File: config.mk
export PLATFORM = sky130hd
export DESIGN_NAME = i2c_dac_seq
export DESIGN_NICKNAME = d
export VERILOG_FILES = /design/src/rtl/i2c_dac_seq.sv
export SDC_FILE = /design/constraint.sdc
export NUM_CORES = 1
export LEC_CHECK = 0
export ABC_AREA = 1
export CAP_MARGIN = 20
export CORE_MARGIN = 2
export CORE_UTILIZATION = 50
export CTS_CLUSTER_DIAMETER = 50
export DETAILED_ROUTE_END_ITERATION = 6
export PLACE_DENSITY = 0.88
export SYNTH_ARGS = -nofsm -noshare
export SYNTH_HDL_FRONTEND = slang
export SYNTH_SLANG_ARGS = --single-unit
File: constraint.sdc
create_clock -name clk -period 2.73 [get_ports clk]
set_input_delay 0.6825 -clock clk [delete_from_list [all_inputs] [get_ports clk]]
set_output_delay 0.6825 -clock clk [all_outputs]
set_load 0.05 [all_outputs]
File: src/rtl/i2c_dac_seq.sv
// MCP47FEB-style DAC write sequencer: turns (channel, value) requests into
// start/write_multiple/stop transactions on i2c_master. Optional NACK retry: DAC_NACK_RETRY_EN.
module i2c_dac_seq #(
  parameter int         CHANNELS  = 2,
  parameter int         CH_W      = 5,
  parameter int         DATA_BITS = 12,
  parameter logic [6:0] DEV_ADDR  = 7'h60,
  parameter int         TIMEOUT   = 65535,
  parameter int         MAX_RETRY = 2
) (
  input  logic                 clk,
  input  logic                 rst,
  input  logic                 req_valid,
  output logic                 req_ready,
  input  logic [CH_W-1:0]      req_channel,
  input  logic [DATA_BITS-1:0] req_value,
  output logic                 done,
  output logic                 nack_err,
  output logic                 range_err,
  output logic                 timeout_err,
  output logic                 busy,
  output logic [6:0]           cmd_address,
  output logic                 cmd_start,
  output logic                 cmd_read,
  output logic                 cmd_write,
  output logic                 cmd_write_multiple,
  output logic                 cmd_stop,
  output logic                 cmd_valid,
  input  logic                 cmd_ready,
  output logic [7:0]           data_in,
  output logic                 data_in_valid,
  input  logic                 data_in_ready,
  output logic                 data_in_last,
  input  logic                 i2c_busy,
  input  logic                 i2c_missed_ack
);

  localparam int CNT_W = $clog2(TIMEOUT + 1);

  typedef enum logic [3:0] {
    S_IDLE, S_CHK, S_CMD, S_D0, S_D1, S_D2, S_WHI, S_WLO, S_FIN
  } state_t;

  state_t               state_q, state_d;
  logic [CH_W-1:0]      chan_q, chan_d;
  logic [DATA_BITS-1:0] val_q, val_d;
  logic                 nack_q, nack_d, rng_q, rng_d, tmo_q, tmo_d;
  logic [CNT_W-1:0]     cnt_q, cnt_d;
  logic                 on_bus, expired, accept, retry_fin, retry_next;
  logic [4:0]           ch5;
  logic [15:0]          val16;

  logic req_ready_q, req_ready_d, busy_q, busy_d, done_q, done_d;
  logic nack_err_q, nack_err_d, range_err_q, range_err_d, timeout_err_q, timeout_err_d;
  logic cmd_valid_q, cmd_valid_d, data_in_valid_q, data_in_valid_d;
  logic data_in_last_q, data_in_last_d;
  logic [7:0] data_in_q, data_in_d;

`ifdef DAC_NACK_RETRY_EN
  logic [7:0] retry_q, retry_d;
`else
  logic unused_max_retry;
  assign unused_max_retry = (MAX_RETRY != 0);
`endif

  always_comb begin
    state_d = state_q;
    chan_d  = chan_q;
    val_d   = val_q;
    nack_d  = nack_q;
    rng_d   = rng_q;
    tmo_d   = tmo_q;
    on_bus  = state_q inside {S_CMD, S_D0, S_D1, S_D2, S_WHI, S_WLO};
    expired = on_bus && (cnt_q == CNT_W'(TIMEOUT - 1));
    accept  = (state_q == S_IDLE) && req_valid;
`ifdef DAC_NACK_RETRY_EN
    retry_d   = retry_q;
    retry_fin = nack_q && !tmo_q && !rng_q && (32'(retry_q) < 32'(MAX_RETRY));
`else
    retry_fin = 1'b0;
`endif

    if (on_bus && i2c_missed_ack) nack_d = 1'b1;

    case (state_q)
      S_IDLE: if (req_valid) begin
        state_d = S_CHK;
        chan_d  = req_channel;
        val_d   = req_value;
        nack_d  = 1'b0;
        rng_d   = 1'b0;
        tmo_d   = 1'b0;
      end
      S_CHK: begin
        if (32'(chan_q) >= 32'(CHANNELS)) begin
          rng_d   = 1'b1;
          state_d = S_FIN;
        end else begin
          state_d = S_CMD;
        end
      end
      S_CMD: if (cmd_ready)     state_d = S_D0;
      S_D0:  if (data_in_ready) state_d = S_D1;
      S_D1:  if (data_in_ready) state_d = S_D2;
      S_D2:  if (data_in_ready) state_d = S_WHI;
      // A short transaction may finish before busy is ever seen high.
      S_WHI: begin
        if (i2c_busy)                     state_d = S_WLO;
        else if (cnt_q >= CNT_W'(2))      state_d = S_FIN;
      end
      S_WLO: if (!i2c_busy) state_d = S_FIN;
      S_FIN: begin
        state_d = retry_fin ? S_CMD : S_IDLE;
        if (retry_fin) nack_d = 1'b0;
      end
      default: state_d = S_IDLE;
    endcase

    // Timeout wins over any handshake completing in the same cycle.
    if (expired) begin
      state_d = S_FIN;
      tmo_d   = 1'b1;
    end

`ifdef DAC_NACK_RETRY_EN
    if (accept)                               retry_d = 8'd0;
    else if (state_q == S_FIN && retry_fin)   retry_d = retry_q + 8'd1;
    retry_next = nack_d && !tmo_d && !rng_d && (32'(retry_d) < 32'(MAX_RETRY));
`else
    retry_next = 1'b0;
`endif

    cnt_d = on_bus ? cnt_q + CNT_W'(1) : '0;
    if (state_d != state_q) cnt_d = '0;

    ch5   = 5'(chan_d);
    val16 = 16'(val_d);

    done_d          = (state_d == S_FIN) && !retry_next;
    range_err_d     = done_d && rng_d;
    timeout_err_d   = done_d && tmo_d && !rng_d;
    nack_err_d      = done_d && nack_d && !rng_d && !tmo_d;
    req_ready_d     = (state_d == S_IDLE);
    busy_d          = !req_ready_d;
    cmd_valid_d     = (state_d == S_CMD);
    data_in_valid_d = state_d inside {S_D0, S_D1, S_D2};
    data_in_last_d  = (state_d == S_D2);
    case (state_d)
      S_D0:    data_in_d = {ch5, 3'b000};
      S_D1:    data_in_d = val16[15:8];
      S_D2:    data_in_d = val16[7:0];
      default: data_in_d = 8'h00;
    endcase
  end

  always_ff @(posedge clk) begin
    if (rst) begin
      state_q         <= S_IDLE;
      chan_q          <= '0;
      val_q           <= '0;
      nack_q          <= 1'b0;
      rng_q           <= 1'b0;
      tmo_q           <= 1'b0;
      cnt_q           <= '0;
      req_ready_q     <= 1'b1;
      busy_q          <= 1'b0;
      done_q          <= 1'b0;
      nack_err_q      <= 1'b0;
      range_err_q     <= 1'b0;
      timeout_err_q   <= 1'b0;
      cmd_valid_q     <= 1'b0;
      data_in_valid_q <= 1'b0;
      data_in_last_q  <= 1'b0;
      data_in_q       <= 8'h00;
`ifdef DAC_NACK_RETRY_EN
      retry_q         <= 8'd0;
`endif
    end else begin
      state_q         <= state_d;
      chan_q          <= chan_d;
      val_q           <= val_d;
      nack_q          <= nack_d;
      rng_q           <= rng_d;
      tmo_q           <= tmo_d;
      cnt_q           <= cnt_d;
      req_ready_q     <= req_ready_d;
      busy_q          <= busy_d;
      done_q          <= done_d;
      nack_err_q      <= nack_err_d;
      range_err_q     <= range_err_d;
      timeout_err_q   <= timeout_err_d;
      cmd_valid_q     <= cmd_valid_d;
      data_in_valid_q <= data_in_valid_d;
      data_in_last_q  <= data_in_last_d;
      data_in_q       <= data_in_d;
`ifdef DAC_NACK_RETRY_EN
      retry_q         <= retry_d;
`endif
    end
  end

  assign req_ready          = req_ready_q;
  assign busy               = busy_q;
  assign done               = done_q;
  assign nack_err           = nack_err_q;
  assign range_err          = range_err_q;
  assign timeout_err        = timeout_err_q;
  assign cmd_address        = DEV_ADDR;
  assign cmd_valid          = cmd_valid_q;
  assign cmd_start          = cmd_valid_q;
  assign cmd_write_multiple = cmd_valid_q;
  assign cmd_stop           = cmd_valid_q;
  assign cmd_read           = 1'b0;
  assign cmd_write          = 1'b0;
  assign data_in            = data_in_q;
  assign data_in_valid      = data_in_valid_q;
  assign data_in_last       = data_in_last_q;

endmodule

==> results.md <==
Timing:
- The final hold violation count is 0.
- The final period utilization is about 81%.
- The final period demand of the worst path is roughly 2.2 ns.
- Measured against its own limit, the worst slew margin works out to 60.7%.
- Static timing analysis puts the maximum clock frequency at between 400 and 500 MHz.
- The sum of negative setup slack is 0 ns.
- The final-report max-slew violation count came to 0.
- At the pin with the least slew margin, the transition time is between 0.5 and 0.6 ns.
- The worst-case clock skew is between 0.004 and 0.005 ns.
- The final setup violation count is 0.
- Setup repair after global routing left no endpoint under its margin.

Critical path:
- The startpoint of the most critical register-to-register path is cnt_q[0].
- The sort of element at the end of the critical path is a register.
- The launching instance or port of the critical path is data_in_ready.
- The worst setup path is launched from an input port.
- The library cell contributing the largest single delay on the critical path is clkdlybuf4s50_1.
- The critical path goes through clkdlybuf4s50_1 > inv_1 > nand2_1 > nand2_1 > nand2_1 > nand3_1 > o21ai_4 > inv_2 > nand2_1 > nand4_4 > nor3b_1.
- Following the worst setup path forward leads to its endpoint at cnt_q[5].
- Counting stages on the worst path, the most repeated cell is nand2_1.
- Data arrives at the worst endpoint at approximately 2.5 ns.
- At the worst endpoint, the required time is between 2 and 3 ns.
- The critical path in this run is classified as in -> reg.
- In this run the register-to-register setup slack is a little under 0.6 ns.
- Along the worst path, the maximum fanout reaches 16.
- The endpoint of the lowest-slack register-to-register path is data_in[4].
- The number of cell instances on the worst register-to-register path is 15.
- The largest single stage delay on the critical path is around 0.5 ns.

Clocking:
- TritonCTS built the clock tree.
- Once the clock tree was built, the setup fixing pass inserted 0 buffers.
- The clock latency of the later-clocked register in the worst-skew pair is between 0.3 and 0.4 ns.
- The root cell of the clock tree is clkbuf_8.
- In this run, post-CTS repair resized a total of 0 instances.
- For this design, the CTS-stage hold fixing added 0 buffers.
- The clock sink count is 57.
- The TritonCTS buffer count is 9.
- The maximum clock insertion buffer count is 2.
- Clock-pin slew was measured on the worst setup and hold paths at ~0.06 ns.
- The H-tree depth is 3.

Power:
- Summed over all cells, the static leakage comes to approximately 1.4 nW.
- The worst voltage drop across the vdd grid is approximately 390 uV.
- In this run the power density over the cells is between 600 and 700 mW/mm^2.

Yosys:
- Yosys mapped the design onto 33 distinct sky130hd cell types.
- Counting instances in the post-synthesis netlist gives the leading cell types as nor2_1 (77), nand2_1 (70), dfxtp_1 (57).
- For this run, the leading register cell type out of synthesis is dfxtp_1.
- The area share of the largest cell type after synthesis is 43.3%.
- After synthesis the cells add up to roughly 0.0026 sq mm.
- The register area share after synthesis is between 40% and 50%.
- nor2_1 is the most common cell in the netlist.
- The number of warnings reported in the yosys synthesis log is 0.
- In this run the mean area of a mapped cell was around 7.4 sq um.
- By area the synthesized netlist is led by dfxtp_1 (43%), nor2_1 (11%), nand2_1 (10%).
- The number of cells produced by synthesis is roughly 360.
- The flop and latch count out of synthesis is 57.
- The fraction of registers with async set/reset is 0%.
- Of all cell types, the one taking the most synthesized area is dfxtp_1.
- The count of flip-flops with a built-in enable after synthesis is 0.

GRT:
- The number of antenna violations at the first check in global routing is 0.
- The maximum number of pins on one net before global-route repair is 29.
- The first global-routing pass estimated slightly above 9 mm of wire.
- The via count of the first global-routing pass came to 2131.
- The total grt overflow is 0.
- Global routing used between 10% and 20% of the available tracks.

Drt:
- The iteration-0 DRC count of the detailed router is between 100 and 150.
- The detailed-routing iteration count for the pre-antenna-repair pass is 4.
- After detailed routing, the number of vias per cell comes to ~4.8.
- The routed via count is 2308.
- The detailed-route wire length is around 5.4 mm.
- The number of routed nets with antenna violations is 0.
- Dividing the detail-routed wire length by the instance count gives around 11 microns.
- For this run, design rule violations remaining after detail routing come to 0.

Floorplan:
- The core region is 0.00511 sq mm.
- The number of core rows is 26.
- The floorplan step set the die width to 76.6 microns.
- The starting density of the core is between 50% and 60%.
- From bottom edge to top edge, the die measures approximately 77 microns.
- Pin placement for this block handled 53 I/O pins.
- The die covers 0.00586 sq mm.

Worst hold path:
- In this run the worst hold path is classified as reg -> reg.

Layout:
- Compared with the post-synthesis result, the final layout area differs by 25.0%.
- After routing the design area is about 0.0033 sq mm.
- The layout filler cell count is approximately 430.
- The antenna diode count is 0.
- Cells with a size suffix above 1 make up about 8.6% of the layout.
- The total number of nets in the final design is 428.

Flow run:
- The max-capacitance violation count is 0.

Run status:
- The run finished with clean final reports.

Placed design:
- The cell area reported after detailed placement is roughly 0.0031 sq mm.
- The HPWL reported at the end of detailed placement is about 3.8 mm.
- At the end of routability-driven placement, the weighted congestion stood at around 0.9.
- The number of buffers inserted by port buffering is 43.
[cell families (layout without fill, tap and decap cells)]
group,Yosys count,after routing,synth area share (%)
other,2,9,0.285
muxes,12,12,4.56
and+or+nand+nor,194,194,32.2
AOI/OAI and AO/OA,23,23,5.84
buffers and inverters,61,104,10.8
xor gates and xnor gates,6,6,2.00
adders and majority gates,2,2,0.950
DFF,57,57,43.3
[state kept, by name, summed over array words and instances, names as in the netlist, 4 cells and up]
register  flops
data_in       8
cnt_q        16
state_q       4
val_q        12
chan_q        5
[how the worst min path moves through the flow]
stage | start | end | slack (ns) | cells past startpoint
after floorplan | cnt_q[0] | cnt_q[0] | 0.44 | 1
after global placement | cnt_q[0] | cnt_q[0] | 0.46 | 1
after detailed placement | cnt_q[0] | cnt_q[0] | 0.47 | 1
after CTS | cnt_q[0] | cnt_q[0] | 0.48 | 1
after global routing | cnt_q[0] | cnt_q[0] | 0.51 | 1
final | cnt_q[0] | cnt_q[0] | 0.47 | 1
[report_power, final]
| part | switching, mW | internal, mW | leakage, nW |
|---|---|---|---|
| clock | 0.333 | 0.494 | 0.105 |
| combinational | 0.250 | 0.137 | 0.869 |
| sequential | 0.0220 | 0.876 | 0.463 |
[critical path: cells and delay by family]
kind / cells / cell delay, ns
AOI/OAI and AO/OA: 1 / 0.25
buffers and inverters: 3 / 0.65
and+or+nand+nor: 7 / 0.88
[metal layers]
metal	global-route usage (%)	share of wire, %	vias up
met5	0	0	-
met4	10.4	2.1	0
met3	4.62	5.1	12
met2	32.3	48	69
met1	23.6	45	1044
li1	-	-	1183
[cell usage in the layout, fill, tap and decap left out, types with 5 or more instances in the layout]
cell | netlist | routed
nor2_1 | 77 | 77
nand2_1 | 70 | 70
dfxtp_1 | 57 | 57
clkdlybuf4s50_1 | 0 | 43
inv_1 | 39 | 39
nand3_1 | 14 | 14
mux2i_1 | 12 | 12
clkbuf_8 | 0 | 12
a21oi_1 | 10 | 10
conb_1 | 2 | 9
nand4_1 | 7 | 7
nor3_1 | 6 | 6
nor2_2 | 5 | 5
[per-stage QoR]
| stage | utilization [%] | hold slack (ns) | instances | setup slack, ns | total power [mW] |
|---|---|---|---|---|---|
| global route | 64.5 | 0.509 | 477 | 0.263 | 2.20 |
| CTS | 64.5 | 0.484 | 477 | 0.503 | 2.12 |
| detailed placement | 60.2 | 0.469 | 461 | 0.168 | 1.30 |
| global placement | 60.2 | 0.459 | 461 | 0.239 | 1.29 |
| floorplan | - | 0.441 | 364 | 0.923 | 1.20 |
| finish | 64.5 | 0.474 | 477 | 0.509 | 2.11 |
[cell type report]
type	count	area (sq um)	share of cell area (%)
clock buffers	12	165	5.02
clock inverters	4	50.0	1.52
inverters	41	154	4.68
multi-input cells	246	1230	37.5
flip-flops and latches	57	1140	34.7
well taps	70	87.6	2.66
repair buffers	47	460	14.0
No activity file was read; power rests on OpenSTA's default activity.
